**config.mk**
```make
export PLATFORM = sky130hd
export DESIGN_NAME = seq_serializer
export DESIGN_NICKNAME = d
export VERILOG_FILES = /design/src/rtl/seq_serializer_pkg.sv /design/src/rtl/seq_shift_reg.sv /design/src/rtl/seq_serializer.sv
export SDC_FILE = /design/constraint.sdc
export NUM_CORES = 1
export LEC_CHECK = 0
export CORE_ASPECT_RATIO = 0.7
export CORE_MARGIN = 10
export CORE_UTILIZATION = 52
export DETAILED_ROUTE_END_ITERATION = 6
export MAX_ROUTING_LAYER = met4
export PLACE_DENSITY_LB_ADDON = 0.2
export SETUP_SLACK_MARGIN = 0.5
export SLEW_MARGIN = 5
export SYNTH_ARGS = -nofsm -noshare
export SYNTH_HDL_FRONTEND = slang
export SYNTH_SLANG_ARGS = --single-unit
```
**constraint.sdc**
```tcl
create_clock -name clk -period 1.8 [get_ports clk]
set_input_delay 0.18 -clock clk [delete_from_list [all_inputs] [get_ports clk]]
set_output_delay 0.18 -clock clk [all_outputs]
set_load 0.01 [all_outputs]
```
**src/rtl/seq_serializer_pkg.sv**
```systemverilog
// Shared definitions for the parallel-to-serial front end of the sequence detector.
// Holds the serializer state encoding and the default word width.
package seq_serializer_pkg;

    localparam int DEFAULT_WIDTH = 8;

    typedef enum logic {
        ST_IDLE  = 1'b0,
        ST_SHIFT = 1'b1
    } state_e;

endpackage

```
**src/rtl/seq_shift_reg.sv**
```systemverilog
// Loadable shift register whose output tap follows the configured bit order.
// A load takes priority over a shift in the same cycle.
module seq_shift_reg
    import seq_serializer_pkg::*;
#(
    parameter int WIDTH     = DEFAULT_WIDTH,
    parameter bit MSB_FIRST = 1'b1
) (
    input  logic             clk,
    input  logic             load,
    input  logic             shift,
    input  logic [WIDTH-1:0] load_data,
    output logic             out_bit
);

    logic [WIDTH-1:0] sr_q;
    logic [WIDTH-1:0] sr_d;

    always_comb begin
        sr_d = sr_q;
        if (load) begin
            sr_d = load_data;
        end else if (shift) begin
            sr_d = MSB_FIRST ? {sr_q[WIDTH-2:0], 1'b0} : {1'b0, sr_q[WIDTH-1:1]};
        end
    end

    always_ff @(posedge clk) begin
        sr_q <= sr_d;
    end

    assign out_bit = MSB_FIRST ? sr_q[WIDTH-1] : sr_q[0];

endmodule

```
**src/rtl/seq_serializer.sv**
```systemverilog
// Parallel-to-serial converter feeding the sequence detector: one shift register plus a
// holding register so back-to-back words stream without gaps.
//
// state    | meaning
// ST_IDLE  | shift register empty, idle bit driven, ready for a word
// ST_SHIFT | shift register full, one payload bit per cycle
module seq_serializer
    import seq_serializer_pkg::*;
#(
    parameter int WIDTH     = DEFAULT_WIDTH,
    parameter bit MSB_FIRST = 1'b1,
    parameter bit IDLE_BIT  = 1'b0
) (
    input  logic             clk,
    input  logic             rst,
    input  logic [WIDTH-1:0] in_data,
    input  logic             in_valid,
    output logic             in_ready,
    output logic             data,
    output logic             data_valid,
    output logic             busy
);

    localparam int CW = $clog2(WIDTH);

    state_e           state_q, state_d;
    logic [CW-1:0]    cnt_q, cnt_d;
    logic [WIDTH-1:0] hr_q, hr_d;
    logic             hr_full_q, hr_full_d;

    logic             sr_load;
    logic             sr_shift;
    logic [WIDTH-1:0] sr_load_data;
    logic             sr_bit;
    logic             accept;
    logic             last_bit;

    seq_shift_reg #(
        .WIDTH     (WIDTH),
        .MSB_FIRST (MSB_FIRST)
    ) u_sr (
        .clk       (clk),
        .load      (sr_load),
        .shift     (sr_shift),
        .load_data (sr_load_data),
        .out_bit   (sr_bit)
    );

    always_ff @(posedge clk) begin
        if (rst) begin
            state_q   <= ST_IDLE;
            cnt_q     <= '0;
            hr_full_q <= 1'b0;
        end else begin
            state_q   <= state_d;
            cnt_q     <= cnt_d;
            hr_full_q <= hr_full_d;
            hr_q      <= hr_d;
        end
    end

    assign accept   = in_valid && in_ready;
    assign last_bit = (state_q == ST_SHIFT) && (cnt_q == CW'(WIDTH - 1));

    always_comb begin
        state_d      = state_q;
        cnt_d        = cnt_q;
        hr_d         = hr_q;
        hr_full_d    = hr_full_q;
        sr_load      = 1'b0;
        sr_shift     = 1'b0;
        sr_load_data = in_data;
        unique case (state_q)
            ST_IDLE: begin
                if (accept) begin
                    sr_load = 1'b1;
                    cnt_d   = '0;
                    state_d = ST_SHIFT;
                end
            end
            ST_SHIFT: begin
                sr_shift = 1'b1;
                cnt_d    = cnt_q + CW'(1);
                if (last_bit) begin
                    cnt_d = '0;
                    // A waiting or arriving word reloads the register so the stream stays gapless.
                    if (hr_full_q) begin
                        sr_load      = 1'b1;
                        sr_load_data = hr_q;
                        hr_full_d    = 1'b0;
                    end else if (accept) begin
                        sr_load = 1'b1;
                    end else begin
                        state_d = ST_IDLE;
                    end
                end else if (accept) begin
                    hr_d      = in_data;
                    hr_full_d = 1'b1;
                end
            end
            default: state_d = ST_IDLE;
        endcase
    end

    always_comb begin
        in_ready   = !rst && ((state_q == ST_IDLE) || !hr_full_q);
        data       = IDLE_BIT;
        data_valid = 1'b0;
        if (state_q == ST_SHIFT) begin
            data       = sr_bit;
            data_valid = 1'b1;
        end
        busy = (state_q == ST_SHIFT) || hr_full_q;
    end

endmodule

```
# Yosys cells after proc, flatten, opt, wreduce, memory -nomap -nowiden
# Index checks and enable logic that the tools add are counted.
# totals
latchBits	0
ramBits	0
mem_bits_ro	0
memories	0
inputBits	11
out_inout_bits	4
register_bits	21
wordCells	40
# classes
n_reduce_logical	11
mux	18
n_bitwise	3
n_lt_le_gt_ge	0
n_mul	0
shifts	0
div_mod_pow	0
n_addsub	1
eq_ne	2
# ops
operator	count
2-to-1 mux 8 bit	5
2-to-1 mux 1 bit	8
2-to-1 mux 3 bit	2
case mux 3 bit (2 select lines)	1
case mux 1 bit (2 select lines)	2
AND reduction 4 bit	1
nonzero test 2 bit	2
adder 3 x 1 -> 3 bit, second input constant	1
equality test 3 bit, second input constant	1
logical AND 1 bit	3
NOT 1 bit	3
logical NOT 1 bit	2
logical OR 1 bit	2
!= test 2 bit, second input constant	1
AND reduction 2 bit	1

# Depth between registers and ports, before layout
# logic_depth
word_depth	9
mapped_depth	5

# Cells and area by module
# Synthesis repeated with hierarchy kept, for this count alone.
# hier_totals
hier_cells	65
area_unflattened_um2	973.4
# modules_own_cells
mod	instances	cells_each	area_per_inst_um2
seq_serializer	1	47	603.1
seq_shift_reg	1	18	370.4

# Least setup slack after synthesis
# No wires, ideal clock.
# synth_path
path_type	register to register
from	reg cnt_q[0]
to	reg hr_q[0] (enable)
stages_incl_launch_ff	5
t_required_ns	1.468
arrival_time_ns	1.302
setup_slack_ns	0.167
setup_ns	0.332
synth_period_minus_slack_ns	1.633
path_cell_list	dfxtp_1 ha_1 ha_1 nor2b_1 and3_1
# synth_via
elab_chain_cells	4
# synth_lines
item	line	rtl
from (decl)	seq_serializer.sv:27	logic [CW-1:0] cnt_q, cnt_d;
from (signal assigned)	seq_serializer.sv:56	cnt_q <= cnt_d;
equality test 3 bit	seq_serializer.sv:63	assign last_bit = (state_q == ST_SHIFT) && (cnt_q == CW'(WIDTH - 1));
logical AND 1 bit	seq_serializer.sv:63	
NOT 1 bit (no source line)	n/a	
AND reduction 4 bit (no source line)	n/a	
to (signal assigned)	seq_serializer.sv:58	hr_q <= hr_d;
to (decl)	seq_serializer.sv:28	logic [WIDTH-1:0] hr_q, hr_d;
# Every way passes these cells.
# A chain may end at the register's enable or synchronous reset.

# Worst setup path in the final report
# layout_path
from	reg cnt_q[0]
to	reg hr_q[4] (enable)
# Same word-level chain as after synthesis.

==> flow_metrics.py <==
metrics = {
    "placement": {
        "io_buffer_count": 14,
        "dp.final_hpwl_um": 1520,
        "place.gp.congestion": 0.7480,
    },
    "yosys": {
        "synthCells": 83,
        "yosysSeqAreaShare": 0.5665,
        "synth_top_flop_cell": "edfxtp_1",
        "ys_types": 25,
        "post_synth_edffs": 16,
        "synth_nets": 96,
        "mapped_cell_area_um2": 1025,
        "yosys_register_bits": 21,
        "total_number_of_yosys_warnings": 0,
        "synth_area_per_inst_um2": 12.35,
        "postSynth.asyncResetShare": 0,
    },
    "routing": {
        "final_antenna_net_count": 0,
        "route.detailed.drc": 0,
        "wl_per_cell_um": 17.60,
        "vias_per_cell": 5.593,
        "detail_route.wirelength_um": 2376,
        "detailroute.via_count": 755,
        "drt_pre_antenna_iters": 4,
        "drt-initial-drc-count": 64,
    },
    "clock_network": {
        "ctsRootBufferMaster": "clkbuf_4",
        "cts-root-to-sink-buffers": 2,
        "cts_buffers": 3,
        "worst_setup_hold_path_clk_slew_ns": 0.13,
        "number_of_buffers_inserted_by_hold_repair_at_cts": 0,
        "h-tree-depth": 1,
        "cts_tree": "built",
        "cts_sinks": 21,
        "clock_latency_ns": 0.33,
    },
    "grt": {
        "grt_max_degree": 13,
        "via_count_of_the_first_global_routing_pass": 743,
        "overall_global_routing_resource_usage": 0.1189,
        "gr-total-overflow": 0,
        "grt_first_pass_wirelength_um": 3719,
        "grt_antenna_before_repair": 0,
    },
    "timing": {
        "timing.final.crit_share": 0.7892,
        "grt_setup_unrepaired": "yes",
        "post-route-min-period_ns": 1.420,
        "max-slew-margin-rel": 0.7714,
        "final_worst_hold_slack_ns": 0.4150,
        "final_hold_viol_count": 0,
        "worst_slew_pin_slew_ns": 0.3421,
        "finalSetupViolations": 0,
        "report.final.slew_viol_count": 0,
        "finalClockSkew_ns": 0.01376,
        "setup_total_negative_slack_ns": 0,
        "fmax_mhz": 704.0,
    },
    "setup_path": {
        "setup.worst_path.end_class": "flop",
        "start_kind": "flop",
        "critPathMaxFanout": 8,
        "critical_path_arrival_ns": 1.46,
        "critPathKind": "reg2reg",
        "cp.required_ns": 1.84,
    },
    "cells_and_area": {
        "n_fill_cell": 131,
        "area_growth_pct": 35.53,
        "antenna_diode_count": 0,
        "final_net_count": 127,
        "layout-drive-gt1-share": 0.3982,
    },
    "worst_hold_path": {
        "holdCritPathClass": "in2reg",
    },
    "flow_run": {
        "cap_violations": 0,
    },
    "floorplan": {
        "rows": 13,
        "start_util": 0.5478,
        "floorplan.core_area_um2": 1871,
        "die_height_um": 57.14,
        "io-pin-count": 15,
        "fp.dieW_um": 73.06,
        "die-area_um2": 4175,
    },
    "outcome": {
        "result_of_the_run": "finished clean",
    },
    "power_and_ir_drop": {
        "power-per-cell-area_nw_per_um2": 733.6,
        "peakVddDrop_mv": 0.5501,
        "leakagePower_nw": 0.5293,
    },
}
[cells in the mapped netlist, types with 2 or more instances]
master     count  area, um^2
edfxtp_1      16       480.5
o21ai_0       15       75.07
and2_1         8       50.05
a2bb2oi_2      7       105.1
dfxtp_1        5       100.1
nor2_1         5       18.77
a21oi_1        3       15.01
inv_1          3       11.26
a31oi_1        2       12.51
buf_2          2       10.01
ha_1           2       25.02
nor3b_1        2       15.01
[what timing repair did]
action / CTS / global route
cloned: 0 / 1
pin swaps: 1 / 2
gates resized for setup: 19 / 11
endpoints found under the setup margin: 29 / 28
setup buffers: 7 / 3
[area by class of cell]
cell class	instances	area, um^2	share of cell area
sequential	21	590.6	0.4252
multi-input combinational	55	454.2	0.3270
timing repair buffer	30	275.3	0.1982
tap	22	27.53	0.01982
clock buffer	3	22.52	0.01622
inverter	3	13.76	0.009910
clock inverter	1	5.005	0.003604
[metal layers]
metal  share of wire  track usage  wire length (um)  vias up
li1                -            -                 -      368
met1            0.48       0.1482              1140      368
met2            0.45       0.1665              1080       15
met3           0.049      0.04491               116        4
met4           0.016      0.05135                38        0
met5               0            -                 0        -
[power breakdown]
| part | internal (mW) | switching [mW] | leakage (nW) |
|---|---|---|---|
| clock network | 0.0835 | 0.161 | 0.0177 |
| logic | 0.116 | 0.0827 | 0.317 |
| registers | 0.559 | 0.0170 | 0.194 |
| total | 0.758 | 0.260 | 0.529 |
[path summary, 6_finish.rpt]
check	start	endpoint	slack [ns]	depth (start not counted)
min reg2reg	u_sr.sr_q[5]	u_sr.sr_q[6]	0.60	1
max	cnt_q[0]	hr_q[4]	0.38	4
max reg2reg	cnt_q[0]	hr_q[4]	0.38	4
min	in_data[5]	hr_q[5]	0.42	1
[per-stage QoR]
stage	worst slack [ns]	total power [mW]	instance area, um^2	util	cells
2_1_floorplan	0.4778	0.6839	1065	-	83
3_3_place_gp	0.1935	0.7463	1244	0.6649	120
3_5_place_dp	0.1856	0.7509	1244	0.6649	120
4_1_cts	0.3770	0.9955	1336	0.7144	131
5_1_grt	0.3357	1.059	1389	0.7425	135
6_report	0.3795	1.019	1389	0.7425	135
[layout by cell type (no fill, tap or decap), types with 3 or more instances in the layout]
cell type,count
edfxtp_1,16
buf_4,13
clkdlybuf4s50_1,10
and2_1,8
o21ai_1,4
clkbuf_4,3
o21ai_0,11
a2bb2oi_2,7
nor2_1,5
[state kept, by name (all words and copies together) (netlist names)]
register,count
hr_q,8
state_q,1
cnt_q,3
u_sr.sr_q,8
hr_full_q,1
[worst max-delay path: stages, from the launching register on]
cell,delay (ns)
dfxtp_2,0.36
ha_4,0.16
ha_4,0.18
nor2b_4,0.16
and3_4,0.28
[cell families after synthesis]
logic type | Yosys count | share of synthesized area
compound gates | 30 | 0.2344
fa+ha+maj | 2 | 0.02442
simple gates | 22 | 0.1282
buf+inv | 7 | 0.03662
flops | 21 | 0.5665
mux | 1 | 0.009768
Note: power is estimated with default switching activity, not from simulation.
